[config.mk]
export PLATFORM = sky130hd
export DESIGN_NAME = dpram_burst_ctrl
export DESIGN_NICKNAME = d
export VERILOG_FILES = /design/src/rtl/dpram_pkg.sv /design/src/rtl/dpram_obuf.sv /design/src/rtl/dpram_burst_ctrl.sv
export SDC_FILE = /design/constraint.sdc
export NUM_CORES = 1
export LEC_CHECK = 0
export BUFFER_PORTS_ARGS = -buffer_cell sky130_fd_sc_hd__buf_4
export CAP_MARGIN = 20
export CELL_PAD_IN_SITES_DETAIL_PLACEMENT = 0
export CELL_PAD_IN_SITES_GLOBAL_PLACEMENT = 2
export CORE_ASPECT_RATIO = 1.25
export CORE_MARGIN = 3
export CORE_UTILIZATION = 37
export CTS_CLUSTER_SIZE = 16
export DETAILED_ROUTE_END_ITERATION = 8
export GPL_ROUTABILITY_DRIVEN = 0
export GPL_TIMING_DRIVEN = 0
export HOLD_SLACK_MARGIN = 0.15
export PLACE_DENSITY = 0.84
export REMOVE_ABC_BUFFERS = 1
export SLEW_MARGIN = 20
export SYNTH_ARGS = -nofsm -noshare
export SYNTH_HDL_FRONTEND = slang
export SYNTH_SLANG_ARGS = --single-unit
[constraint.sdc]
create_clock -name clk_0 -period 2.8 [get_ports clk_0]
set_clock_uncertainty 0.15 [all_clocks]
set_input_delay 0.28 -clock clk_0 [delete_from_list [all_inputs] [get_ports clk_0]]
set_output_delay 0.28 -clock clk_0 [all_outputs]
set_load 0.02 [all_outputs]
[src/rtl/dpram_pkg.sv]
// Shared types and defaults for the dual-port RAM port-0 burst sequencer.
package dpram_pkg;

    localparam int unsigned DEF_DATA_WIDTH    = 8;
    localparam int unsigned DEF_ADDRESS_WIDTH = 8;

    localparam logic DIR_WRITE = 1'b0;
    localparam logic DIR_READ  = 1'b1;

    typedef enum logic [1:0] {
        IDLE,
        WRITE,
        READ,
        FINISH
    } burst_state_t;

endpackage

[src/rtl/dpram_obuf.sv]
// Read-data output buffer: small synchronous FIFO with first-word fall-through.
module dpram_obuf #(
    parameter int unsigned DATA_WIDTH = 8,
    parameter int unsigned DEPTH      = 4
) (
    input  logic                         clk_i,
    input  logic                         rst_ni,
    input  logic                         push_i,
    input  logic [DATA_WIDTH-1:0]        data_i,
    input  logic                         pop_i,
    output logic [DATA_WIDTH-1:0]        data_o,
    output logic [$clog2(DEPTH):0]       count_o,
    output logic                         empty_o
);

    localparam int unsigned PW = $clog2(DEPTH);
    localparam int unsigned CW = PW + 1;

    logic [DATA_WIDTH-1:0] mem [DEPTH];
    logic [PW-1:0]         wr_ptr_q, wr_ptr_d;
    logic [PW-1:0]         rd_ptr_q, rd_ptr_d;
    logic [CW-1:0]         count_q, count_d;
    logic                  full;
    logic                  do_push;
    logic                  do_pop;

    assign empty_o = (count_q == '0);
    assign full    = (count_q == CW'(DEPTH));
    assign do_pop  = pop_i & ~empty_o;
    // A push into a full buffer is fine when the same edge frees the head slot.
    assign do_push = push_i & (~full | do_pop);

    assign data_o  = empty_o ? '0 : mem[rd_ptr_q];
    assign count_o = count_q;

    always_comb begin
        wr_ptr_d = wr_ptr_q;
        rd_ptr_d = rd_ptr_q;
        count_d  = count_q;
        if (do_push) begin
            wr_ptr_d = wr_ptr_q + PW'(1);
        end
        if (do_pop) begin
            rd_ptr_d = rd_ptr_q + PW'(1);
        end
        unique case ({do_push, do_pop})
            2'b10:   count_d = count_q + CW'(1);
            2'b01:   count_d = count_q - CW'(1);
            default: count_d = count_q;
        endcase
    end

    always_ff @(posedge clk_i or negedge rst_ni) begin
        if (!rst_ni) begin
            wr_ptr_q <= '0;
            rd_ptr_q <= '0;
            count_q  <= '0;
        end else begin
            wr_ptr_q <= wr_ptr_d;
            rd_ptr_q <= rd_ptr_d;
            count_q  <= count_d;
        end
    end

    always_ff @(posedge clk_i) begin
        if (do_push) begin
            mem[wr_ptr_q] <= data_i;
        end
    end

endmodule

[src/rtl/dpram_burst_ctrl.sv]
// Port-0 burst sequencer: turns a (base, len, dir) command into registered RAM
// port-0 cycles, fed by a write stream and returning reads on a buffered stream.
module dpram_burst_ctrl
    import dpram_pkg::*;
#(
    parameter int unsigned DATA_WIDTH    = DEF_DATA_WIDTH,
    parameter int unsigned ADDRESS_WIDTH = DEF_ADDRESS_WIDTH,
    parameter int unsigned OBUF_DEPTH    = 4
) (
    input  logic                     clk_0,
    input  logic                     rst_n_0,
    input  logic                     start,
    input  logic                     dir,
    input  logic [ADDRESS_WIDTH-1:0] base_addr,
    input  logic [ADDRESS_WIDTH:0]   len,
    output logic                     busy,
    output logic                     done,
    input  logic                     s_valid,
    output logic                     s_ready,
    input  logic [DATA_WIDTH-1:0]    s_data,
    output logic                     m_valid,
    input  logic                     m_ready,
    output logic [DATA_WIDTH-1:0]    m_data,
    output logic                     ram_cs,
    output logic                     ram_we,
    output logic                     ram_oe,
    output logic [ADDRESS_WIDTH-1:0] ram_addr,
    output logic [DATA_WIDTH-1:0]    ram_din,
    input  logic [DATA_WIDTH-1:0]    ram_dout
);

    localparam int unsigned CW = $clog2(OBUF_DEPTH) + 1;
    localparam int unsigned LW = ADDRESS_WIDTH + 1;

    burst_state_t             state_q, state_d;
    logic [ADDRESS_WIDTH-1:0] addr_q, addr_d;
    logic [LW-1:0]            issue_rem_q, issue_rem_d;
    logic [LW-1:0]            pop_rem_q, pop_rem_d;
    logic                     ram_cs_q, ram_cs_d;
    logic                     ram_we_q, ram_we_d;
    logic                     ram_oe_q, ram_oe_d;
    logic [ADDRESS_WIDTH-1:0] ram_addr_q, ram_addr_d;
    logic [DATA_WIDTH-1:0]    ram_din_q, ram_din_d;
    logic                     rd_pend_q, rd_pend_d;

    logic [CW-1:0]            buf_count;
    logic                     buf_empty;
    logic                     pop;
    logic                     rd_issued;
    logic [1:0]               in_flight;
    logic [CW:0]              occupancy;
    logic                     can_issue;

    // A read is in flight from its issue edge until its data lands in the buffer.
    assign rd_issued = ram_cs_q & ram_oe_q;
    assign in_flight = {1'b0, rd_issued} + {1'b0, rd_pend_q};
    assign occupancy = {1'b0, buf_count} + (CW + 1)'(in_flight);
    assign can_issue = occupancy < (CW + 1)'(OBUF_DEPTH);

    assign m_valid = ~buf_empty;
    assign pop     = m_valid & m_ready;

    dpram_obuf #(
        .DATA_WIDTH(DATA_WIDTH),
        .DEPTH     (OBUF_DEPTH)
    ) u_obuf (
        .clk_i  (clk_0),
        .rst_ni (rst_n_0),
        .push_i (rd_pend_q),
        .data_i (ram_dout),
        .pop_i  (pop),
        .data_o (m_data),
        .count_o(buf_count),
        .empty_o(buf_empty)
    );

    always_comb begin
        state_d     = state_q;
        addr_d      = addr_q;
        issue_rem_d = issue_rem_q;
        pop_rem_d   = pop_rem_q;
        ram_cs_d    = 1'b0;
        ram_we_d    = 1'b0;
        ram_oe_d    = 1'b0;
        ram_addr_d  = ram_addr_q;
        ram_din_d   = ram_din_q;
        rd_pend_d   = rd_issued;
        s_ready     = 1'b0;
        done        = 1'b0;
        busy        = (state_q != IDLE);

        unique case (state_q)
            IDLE: begin
                if (start) begin
                    addr_d      = base_addr;
                    issue_rem_d = len;
                    pop_rem_d   = len;
                    if (len == '0) begin
                        state_d = FINISH;
                    end else if (dir == DIR_READ) begin
                        state_d = READ;
                    end else begin
                        state_d = WRITE;
                    end
                end
            end
            WRITE: begin
                s_ready = (issue_rem_q != '0);
                if (s_valid && s_ready) begin
                    ram_cs_d    = 1'b1;
                    ram_we_d    = 1'b1;
                    ram_addr_d  = addr_q;
                    ram_din_d   = s_data;
                    addr_d      = addr_q + ADDRESS_WIDTH'(1);
                    issue_rem_d = issue_rem_q - LW'(1);
                    if (issue_rem_q == LW'(1)) begin
                        state_d = FINISH;
                    end
                end
            end
            READ: begin
                if ((issue_rem_q != '0) && can_issue) begin
                    ram_cs_d    = 1'b1;
                    ram_oe_d    = 1'b1;
                    ram_addr_d  = addr_q;
                    addr_d      = addr_q + ADDRESS_WIDTH'(1);
                    issue_rem_d = issue_rem_q - LW'(1);
                end
                if (pop) begin
                    pop_rem_d = pop_rem_q - LW'(1);
                    if (pop_rem_q == LW'(1)) begin
                        state_d = FINISH;
                    end
                end
            end
            FINISH: begin
                done    = 1'b1;
                state_d = IDLE;
            end
            default: state_d = IDLE;
        endcase
    end

    always_ff @(posedge clk_0 or negedge rst_n_0) begin
        if (!rst_n_0) begin
            state_q     <= IDLE;
            addr_q      <= '0;
            issue_rem_q <= '0;
            pop_rem_q   <= '0;
            ram_cs_q    <= 1'b0;
            ram_we_q    <= 1'b0;
            ram_oe_q    <= 1'b0;
            ram_addr_q  <= '0;
            ram_din_q   <= '0;
            rd_pend_q   <= 1'b0;
        end else begin
            state_q     <= state_d;
            addr_q      <= addr_d;
            issue_rem_q <= issue_rem_d;
            pop_rem_q   <= pop_rem_d;
            ram_cs_q    <= ram_cs_d;
            ram_we_q    <= ram_we_d;
            ram_oe_q    <= ram_oe_d;
            ram_addr_q  <= ram_addr_d;
            ram_din_q   <= ram_din_d;
            rd_pend_q   <= rd_pend_d;
        end
    end

    assign ram_cs   = ram_cs_q;
    assign ram_we   = ram_we_q;
    assign ram_oe   = ram_oe_q;
    assign ram_addr = ram_addr_q;
    assign ram_din  = ram_din_q;

endmodule

==> results.toml, run 1 <==
[placed_design]
dp_hpwl_mm = 6.51
place_area_sq_um = 4880
portBuffers = 69

[timing]
setup_viol = 0
fin_crit_sh_pct = 94.6
rsz0062_at_grt = "false"
finalMaxSlewViolations = 0
maxSlewHeadroom_pct = 43.7
max_freq_mhz = 377
hold_ws_ns = 0.160
min_period_ns = 2.65
hold_viol_final = 0
tightest_slew_ns = 0.844

[setup_path]
path_class = "reg -> out"
cpPeakStageDelay_ns = 0.45
worst_ep_required_time_ns = 2.37
cp-end-kind = "primary output"
ff2ff_setup_slack_ns = 0.16
critPathLaunchType = "register"
arrival_ns = 2.22
cp_max_fo = 7
crit_chain = "inv_1 -> ha_1 -> or3b_4 -> or3_1 -> and2_1 -> buf_4"
cp_slowest_cell = "or3b_4"

[clock_tree]
clk_latency_ns = 0.33
root_buffer = "clkbuf_16"
htreeDepth = 3
clk_pin_slew_worst_paths_ns = 0.06
post-cts-setup-buffer-count = 0
clk_path_buf_depth = 2
cts_buffers = 9
cts.sinks = 87
cts_tree = "yes"

[route]
vias = 3106
drc_errors = 0
antenna_left = 0
dr.pass1.iters = 4
wirelength_mm = 9.38
wl_per_cell_microns = 15.7
drtIter0Drc = 170
routed_via_density = 5.20

[synthesis]
syn_avg_cell_area_sq_um = 11.9
yosys_warnings = 0
synth_enable_flop_cells = 32
synthTopCellsByArea = "dfrtp_1, edfxtp_1, mux2_2, ha_1, mux4_2"
synth_top_area_share_pct = 32.4
ys_seq_area_share_pct = 54.9
synth_most_common_cell = "dfrtp_1"
ys.flop_type = "dfrtp_1"
netlist_top_cells_count = "dfrtp_1, edfxtp_1, nand2_1"
postSynthCellCount = 358
synthArstFlopShare_pct = 63.2
synth_area_sq_um = 4250
yosysTopAreaCell = "dfrtp_1"
ys_types = 52
ys_seq_elements = 87

[power_and_ir_drop]
p_leak_nw = 2.36
ir_drop_mv = 0.567
power_density_nw_per_um2 = 1150

[floorplanning]
initial_utilization_pct = 38.0
io_pins = 70
chipWidth_microns = 102
die-area_sq_um = 12800
die_h_microns = 126
rows = 43
coreArea_sq_um = 11200

[grt]
grt.total_usage_pct = 15.8
grt_antenna_before_repair = 0
grt_pass1_wl_mm = 15.8
grt_max_degree = 56
grt-ovfl-total = 0
grt_pass1_vias = 3122

[finish]
fin_util_pct = 49.3
multi_input_area_sq_um = 1790
syn2layout_area_growth_pct = 29.6
postLayoutCellArea_sq_um = 5510
layout-drive-gt1-share_pct = 27.9
seqCellArea_sq_um = 2340
final_nets = 512
nFillCells = 1026
insertedDiodeCount = 0

[status]
status = "finished clean"

[hold_path]
hp-class = "in -> reg"

[run]
max_cap_violations = 0
==> final timing paths <==
path	from	to	cells past startpoint
max	issue_rem_q[0]	s_ready	6
min	m_ready	u_obuf.rd_ptr_q[0]	3
max reg2reg	state_q[0]	issue_rem_q[3]	7
min reg2reg	pop_rem_q[1]	pop_rem_q[1]	2
max in group asynchronous	rst_n_0	u_obuf.count_o[0]	2
min in group asynchronous	rst_n_0	issue_rem_q[7]	2
==> report_power, final <==
group / total (mW) / leakage (nW) / switching (mW) / internal (mW)
Sequential: 2.18 / 0.947 / 0.430 / 1.75
Combinational: 3.08 / 1.28 / 1.67 / 1.41
Clock: 1.10 / 0.132 / 0.493 / 0.608
==> metrics by stage <==
step | instances | power [mW] | TNS [ns] | setup slack [ns]
detailed placement | 548 | 5.25 | -0.481 | -0.0495
finish | 597 | 6.36 | 0 | 0.151
floorplan | 343 | 4.25 | -0.0105 | -0.0105
CTS | 597 | 6.42 | 0 | 0.00164
global placement | 547 | 5.17 | -18.20 | -0.910
global route | 597 | 6.93 | 0 | 0.000951
==> metal layers <==
layer	part of all wire [%]	global-route usage [%]
met5	0	0
met4	1.5	5.25
met3	4.1	2.94
met1	42	19.6
met2	52	27.5
==> registers in the layout, indices dropped and copies added (netlist names), 2 cells and up <==
name             count
u_obuf.mem          32
issue_rem_q          9
pop_rem_q            9
addr_q               8
ram_addr             8
ram_din              8
u_obuf.count_o       3
state_q              2
u_obuf.rd_ptr_q      2
u_obuf.wr_ptr_q      2
==> critical path, delay by kind of cell (launching register included) <==
family | cells | cell delay (ns)
simple gates | 3 | 1.00
flops | 1 | 0.43
buf+inv | 2 | 0.27
fa+ha+maj | 1 | 0.20
==> cell families after synthesis <==
| kind of cell | after synthesis | synth area share, % |
|---|---|---|
| compound gates | 68 | 10.9 |
| xor+xnor | 5 | 1.03 |
| fa+ha+maj | 16 | 4.88 |
| buf+inv | 38 | 3.82 |
| flops | 87 | 54.9 |
| mux | 30 | 10.0 |
| simple gates | 114 | 14.4 |
==> what timing repair did <==
| action | CTS | global route |
|---|---|---|
| endpoints found under the setup margin | 18 | 31 |
| hold endpoints to repair | 118 | 0 |
| hold buffers | 33 | 0 |
| gates resized for setup | 1 | 5 |
==> area by class of cell <==
| type | instances | share of cell area (%) |
|---|---|---|
| tap | 135 | 3.06 |
| timing repair buffer | 103 | 15.5 |
| clock inverter | 6 | 0.817 |
| sequential | 87 | 42.4 |
| multi-input combinational | 233 | 32.5 |
| inverter | 23 | 1.57 |
| clock buffer | 10 | 4.15 |
==> cells in the final DEF (no fill, tap or decap), drive strengths merged, types with 5 or more instances in the layout <==
cell type / count
buf: 70
dfrtp: 55
dlygate4sd3: 33
edfxtp: 32
nand2: 30
inv: 25
o21ai: 22
mux2: 20
ha: 15
nor2: 14
nor3: 13
nor2b: 11
a21oi: 11
nand3: 11
clkbuf: 10
mux4: 8
and2: 7
nand4: 6
o22ai: 6
a222oi: 6
xnor2: 5
(Power assumes the default switching activity.)
==> run 2: changes to the inputs <==
--- a/config.mk
+++ b/config.mk
@@ -17,9 +17,9 @@
 export GPL_ROUTABILITY_DRIVEN = 0
 export GPL_TIMING_DRIVEN = 0
 export HOLD_SLACK_MARGIN = 0.15
-export PLACE_DENSITY = 0.84
+export PLACE_DENSITY_LB_ADDON = 0.1
 export REMOVE_ABC_BUFFERS = 1
-export SLEW_MARGIN = 20
+export SLEW_MARGIN = 10
 export SYNTH_ARGS = -nofsm -noshare
 export SYNTH_HDL_FRONTEND = slang
 export SYNTH_SLANG_ARGS = --single-unit
==> results.toml, run 2 (synthesized netlist as in run 1, its figures left out) <==
[finish]
final_nets = 516
syn2layout_area_growth_pct = 31.3
largest_register_ffs = 32
regMostFlops = "u_obuf.mem"
nFillCells = 1019
top_regs = "u_obuf.mem x32, issue_rem_q x9, pop_rem_q x9"
insertedDiodeCount = 0
layout-drive-gt1-share_pct = 29.2
final_common_cell = "buf_4"
instances_no_fill = 601
fin_util_pct = 49.9
mostFrequentLayoutCells = "buf_4, dfrtp_1, dlygate4sd3_1"
postLayoutCellArea_sq_um = 5580

[timing]
max_freq_mhz = 378
hold_viol_final = 0
finalMaxSlewViolations = 0
maxSlewHeadroom_pct = 49.5
rsz0062_at_grt = "false"
fin_crit_sh_pct = 94.5
tightest_slew_ns = 0.757
setup_viol = 0
min_period_ns = 2.65

[power_and_ir_drop]
p_leak_nw = 2.39
total_power_mw = 6.54
power_density_nw_per_um2 = 1170
ir_drop_mv = 0.463

[route]
route.met3.wl_microns = 321
vias = 3124
wl_met1_mm = 4.17
drc_errors = 0
drtIter0Drc = 165
routed_via_density = 5.20
wl_per_cell_microns = 15.9
antenna_left = 0
dr.pass1.iters = 5
dr_wl_met2_mm = 4.98
wirelength_mm = 9.58
maxUsedRoutingLayer = "met4"

[clock_tree]
clk_latency_ns = 0.34
clk_pin_slew_worst_paths_ns = 0.07
cts_tree = "yes"
root_buffer = "clkbuf_16"
cts_buffers = 9
htreeDepth = 3
cts.sinks = 87
clk_path_buf_depth = 2

[setup_path]
cp_max_fo = 7
worstSetupPathDepth = 6
path_buf_inv = 2
worstReg2RegEnd = "ram_din[3]"
critPathLaunchType = "register"
worst_ep_required_time_ns = 2.37
arrival_ns = 2.22
ff2ff_setup_slack_ns = 0.25
r2r_cells = 7
crit_chain = "inv_1 -> ha_1 -> or3b_4 -> or3_1 -> and2_1 -> buf_4"
path_class = "reg -> out"
crit_family = "simple AND/OR/NAND/NOR gates"
cp-end-kind = "primary output"
cpPeakStageDelay_ns = 0.45
rr_startpoint = "issue_rem_q[0]"
cp_slowest_cell = "or3b_4"

[grt]
grt_pass1_wl_mm = 15.7
grt_max_degree = 56
grt-ovfl-total = 0
grt_antenna_before_repair = 0
grt_pass1_vias = 3054
grt.total_usage_pct = 15.7

[hold_path]
hp-class = "in -> reg"
worstHoldEndpoint = "u_obuf.rd_ptr_q[0]"
hold_depth = 3
hp-start = "m_ready"

[floorplanning]
die-area_sq_um = 12800
initial_utilization_pct = 38.0
rows = 43
chipWidth_microns = 102
coreArea_sq_um = 11200
io_pins = 70
die_h_microns = 126

[placed_design]
portBuffers = 69
dp_hpwl_mm = 6.56
place_area_sq_um = 4870
dp.cells = 548

[run]
max_cap_violations = 0

[status]
status = "finished clean"
==> run 2: how the worst max path moves through the flow <==
stage	from	endpoint	slack, ns
floorplan	ram_cs	issue_rem_q[3]	-0.01
global placement	issue_rem_q[0]	issue_rem_q[3]	-0.85
detailed placement	issue_rem_q[0]	issue_rem_q[3]	-0.32
CTS	state_q[0]	issue_rem_q[3]	0.009
global route	state_q[0]	addr_q[6]	0.05
finish	issue_rem_q[0]	s_ready	0.15
==> run 2: worst register-to-register path, delay by kind of cell (launching register included) <==
family | cells | cell delay, ns
multiplexers | 1 | 0.37
AND/OR/NAND/NOR | 4 | 1.21
adder cells (fa/ha/maj) | 1 | 0.18
buffers and inverters | 1 | 0.10
flip-flops | 1 | 0.43
==> run 2: layer usage <==
metal,up-vias,GRT usage (%)
met5,-,0
met4,0,5.10
met3,8,3.05
met2,57,26.2
met1,1533,20.5
li1,1526,-
==> run 2: cell type report <==
cell class | instances | area [sq um] | area share (%)
Clock inverter | 7 | 83.8 | 1.50
Sequential cell | 87 | 2340 | 41.9
Clock buffer | 9 | 225 | 4.03
Inverter | 23 | 86.3 | 1.55
Multi-Input combinational cell | 233 | 1800 | 32.2
Timing Repair Buffer | 107 | 883 | 15.8
Tap cell | 135 | 169 | 3.02
==> run 2: stage by stage <==
step	setup TNS [ns]	hold slack [ns]	setup slack [ns]
3_5_place_dp	-4.80	0.262	-0.323
3_3_place_gp	-16.94	0.261	-0.846
5_1_grt	0	0.170	0.0472
4_1_cts	0	0.167	0.00856
6_report	0	0.178	0.154
2_1_floorplan	-0.0105	-0.166	-0.0105
==> run 2: repair_timing <==
action	4_1_cts	5_1_grt
cloned	0	0
buffers inserted	0	4
resized for setup	3	6
pin swaps	0	1
endpoints found under the setup margin	25	25
endpoints found under the hold margin	118	0
hold buffers	33	0
==> run 2: report_power, final <==
part           switching (mW)  total, mW  internal [mW]
logic                    1.68       3.12           1.44
clock network           0.528       1.24          0.709
registers               0.431       2.18           1.75
==> run 3: changes to the inputs <==
--- a/config.mk
+++ b/config.mk
@@ -7,17 +7,15 @@
 export LEC_CHECK = 0
 export BUFFER_PORTS_ARGS = -buffer_cell sky130_fd_sc_hd__buf_4
 export CAP_MARGIN = 20
-export CELL_PAD_IN_SITES_DETAIL_PLACEMENT = 0
-export CELL_PAD_IN_SITES_GLOBAL_PLACEMENT = 2
 export CORE_ASPECT_RATIO = 1.25
 export CORE_MARGIN = 3
-export CORE_UTILIZATION = 37
+export CORE_UTILIZATION = 49
 export CTS_CLUSTER_SIZE = 16
 export DETAILED_ROUTE_END_ITERATION = 8
 export GPL_ROUTABILITY_DRIVEN = 0
 export GPL_TIMING_DRIVEN = 0
 export HOLD_SLACK_MARGIN = 0.15
-export PLACE_DENSITY_LB_ADDON = 0.1
+export PLACE_DENSITY = 0.71
 export REMOVE_ABC_BUFFERS = 1
 export SLEW_MARGIN = 10
 export SYNTH_ARGS = -nofsm -noshare
==> results.toml, run 3 (synthesized netlist as in run 1, its figures left out) <==
[route]
drc_errors = 0
drtIter0Drc = 182
wl_per_cell_microns = 16.6
wirelength_mm = 9.39
antenna_left = 0
vias = 3175
routed_via_density = 5.63
dr.pass1.iters = 5

[power_and_ir_drop]
clock_power_share_pct = 15.5
total_power_mw = 6.25
switching_share_pct = 41.0
p_leak_nw = 2.36
p_seq_share_pct = 34.9
intPower_mw = 3.69
combPwrFrac_pct = 49.6
ir_drop_mv = 0.659
power_density_nw_per_um2 = 1140
switchingPower_mw = 2.57

[floorplanning]
die_h_microns = 110
io_pins = 70
die-area_sq_um = 9840
initial_utilization_pct = 51.1
coreArea_sq_um = 8330
rows = 37
chipWidth_microns = 89.3

[clock_tree]
clk_pin_slew_worst_paths_ns = 0.09
cts_tree = "yes"
cts_buffers = 9
cts.sinks = 87
htreeDepth = 3
clk_path_buf_depth = 2
root_buffer = "clkbuf_8"
clk_latency_ns = 0.36

[finish]
final_nets = 517
regMostFlops = "u_obuf.mem"
final_common_cell = "buf_4"
largest_register_ffs = 32
layout-drive-gt1-share_pct = 28.1
mostFrequentLayoutCells = "buf_4, dfrtp_1, dlygate4sd3_1"
fin_util_pct = 65.6
top_regs = "u_obuf.mem x32, issue_rem_q x9, pop_rem_q x9"
syn2layout_area_growth_pct = 28.4
nFillCells = 632
insertedDiodeCount = 0

[setup_path]
cp-end-kind = "primary output"
path_class = "reg -> out"
arrival_ns = 2.24
crit_chain = "inv_1 -> ha_1 -> or3b_4 -> or3_1 -> and2_1 -> buf_4"
worst_ep_required_time_ns = 2.37
cp_slowest_cell = "or3b_4"
cpPeakStageDelay_ns = 0.45
critPathLaunchType = "register"
cp_max_fo = 7

[grt]
grt_pass1_vias = 3042
grt.total_usage_pct = 20.5
grt-ovfl-total = 0
grt_max_degree = 56
grt_pass1_wl_mm = 15.3
grt_antenna_before_repair = 0

[hold_path]
hp-class = "in -> reg"

[timing]
fin_crit_sh_pct = 95.2
max_freq_mhz = 375
finalMaxSlewViolations = 0
min_period_ns = 2.67
rsz0062_at_grt = "false"
hold_viol_final = 0
setup_viol = 0
tightest_slew_ns = 0.819
maxSlewHeadroom_pct = 45.4

[status]
status = "finished clean"

[placed_design]
portBuffers = 69
dp_hpwl_mm = 6.28

[run]
max_cap_violations = 0
==> run 3: cell count changes in the layout (fill, tap and decap cells not counted), sizes merged <==
cell / previous run / this run
clkinv: 1 / 2
bufinv: 1 / 2
clkinvlp: 1 / 0
inv: 27 / 25
buf: 74 / 72
clkbuf: 9 / 10
dlygate4sd3: 33 / 36
==> run 3: final cells by class <==
cell class                      instances  area (sq um)  share of cell area (%)
Clock buffer                           10           128                    2.34
Clock inverter                          6          91.3                    1.67
Tap cell                               97           121                    2.22
Timing Repair Buffer                  108           898                    16.4
Inverter                               23          86.3                    1.58
Multi-Input combinational cell        233          1800                    33.0
Sequential cell                        87          2340                    42.8
==> run 3: path summary, 6_finish.rpt <==
check,from,endpoint,slack (ns),depth (start not counted)
max in group asynchronous,rst_n_0,addr_q[6],1.66,2
hold reg to reg,ram_din[0],ram_din[0],0.35,1
setup reg to reg,issue_rem_q[0],ram_din[5],0.26,7
hold / removal,s_valid,ram_we,0.18,3
min in group asynchronous,rst_n_0,pop_rem_q[4],0.36,2
setup / recovery,issue_rem_q[0],s_ready,0.13,6
==> run 3: per-layer routing <==
metal | vias up | GRT usage, % | wire length [microns]
met5 | - | 0 | 0
met3 | 13 | 3.72 | 381
li1 | 1534 | - | -
met1 | 1560 | 27.3 | 3920
met4 | 0 | 7.45 | 166
met2 | 68 | 33.6 | 4930
==> run 3: critical path: cells and delay by family, from the launching register on <==
kind / cells / cell delay (ns)
simple gates: 3 / 1.00
flops: 1 / 0.43
buf+inv: 2 / 0.26
fa+ha+maj: 1 / 0.19
==> run 3: timing repair <==
item,CTS,global route
setup buffers,0,2
gates resized for setup,2,6
endpoints found under the hold margin,120,1
hold buffers,35,1
pin swaps,0,1
setup endpoints to repair,19,26
==> run 3: metrics by stage <==
| step | area (sq um) | setup TNS, ns | std cells | worst slack, ns | hold slack [ns] |
|---|---|---|---|---|---|
| final | 5460 | 0 | 564 | 0.134 | 0.178 |
| after CTS | 5410 | 0 | 560 | 0.00573 | 0.179 |
| after global routing | 5460 | 0 | 564 | 0.0185 | 0.216 |
| after floorplan | 4180 | -0.0105 | 343 | -0.0105 | -0.166 |
| after detailed placement | 4820 | -2.85 | 509 | -0.236 | 0.233 |
| after global placement | 4820 | -15.58 | 509 | -0.809 | 0.230 |
==> run 3: power by group through the flow <==
stage	registers, mW	logic [mW]	clock network, mW
after floorplan	2.25	1.99	0
after CTS	2.18	3.07	0.989
final	2.18	3.10	0.969
after global routing	2.26	3.46	1.04
after global placement	2.17	2.93	0
after detailed placement	2.20	3.01	0
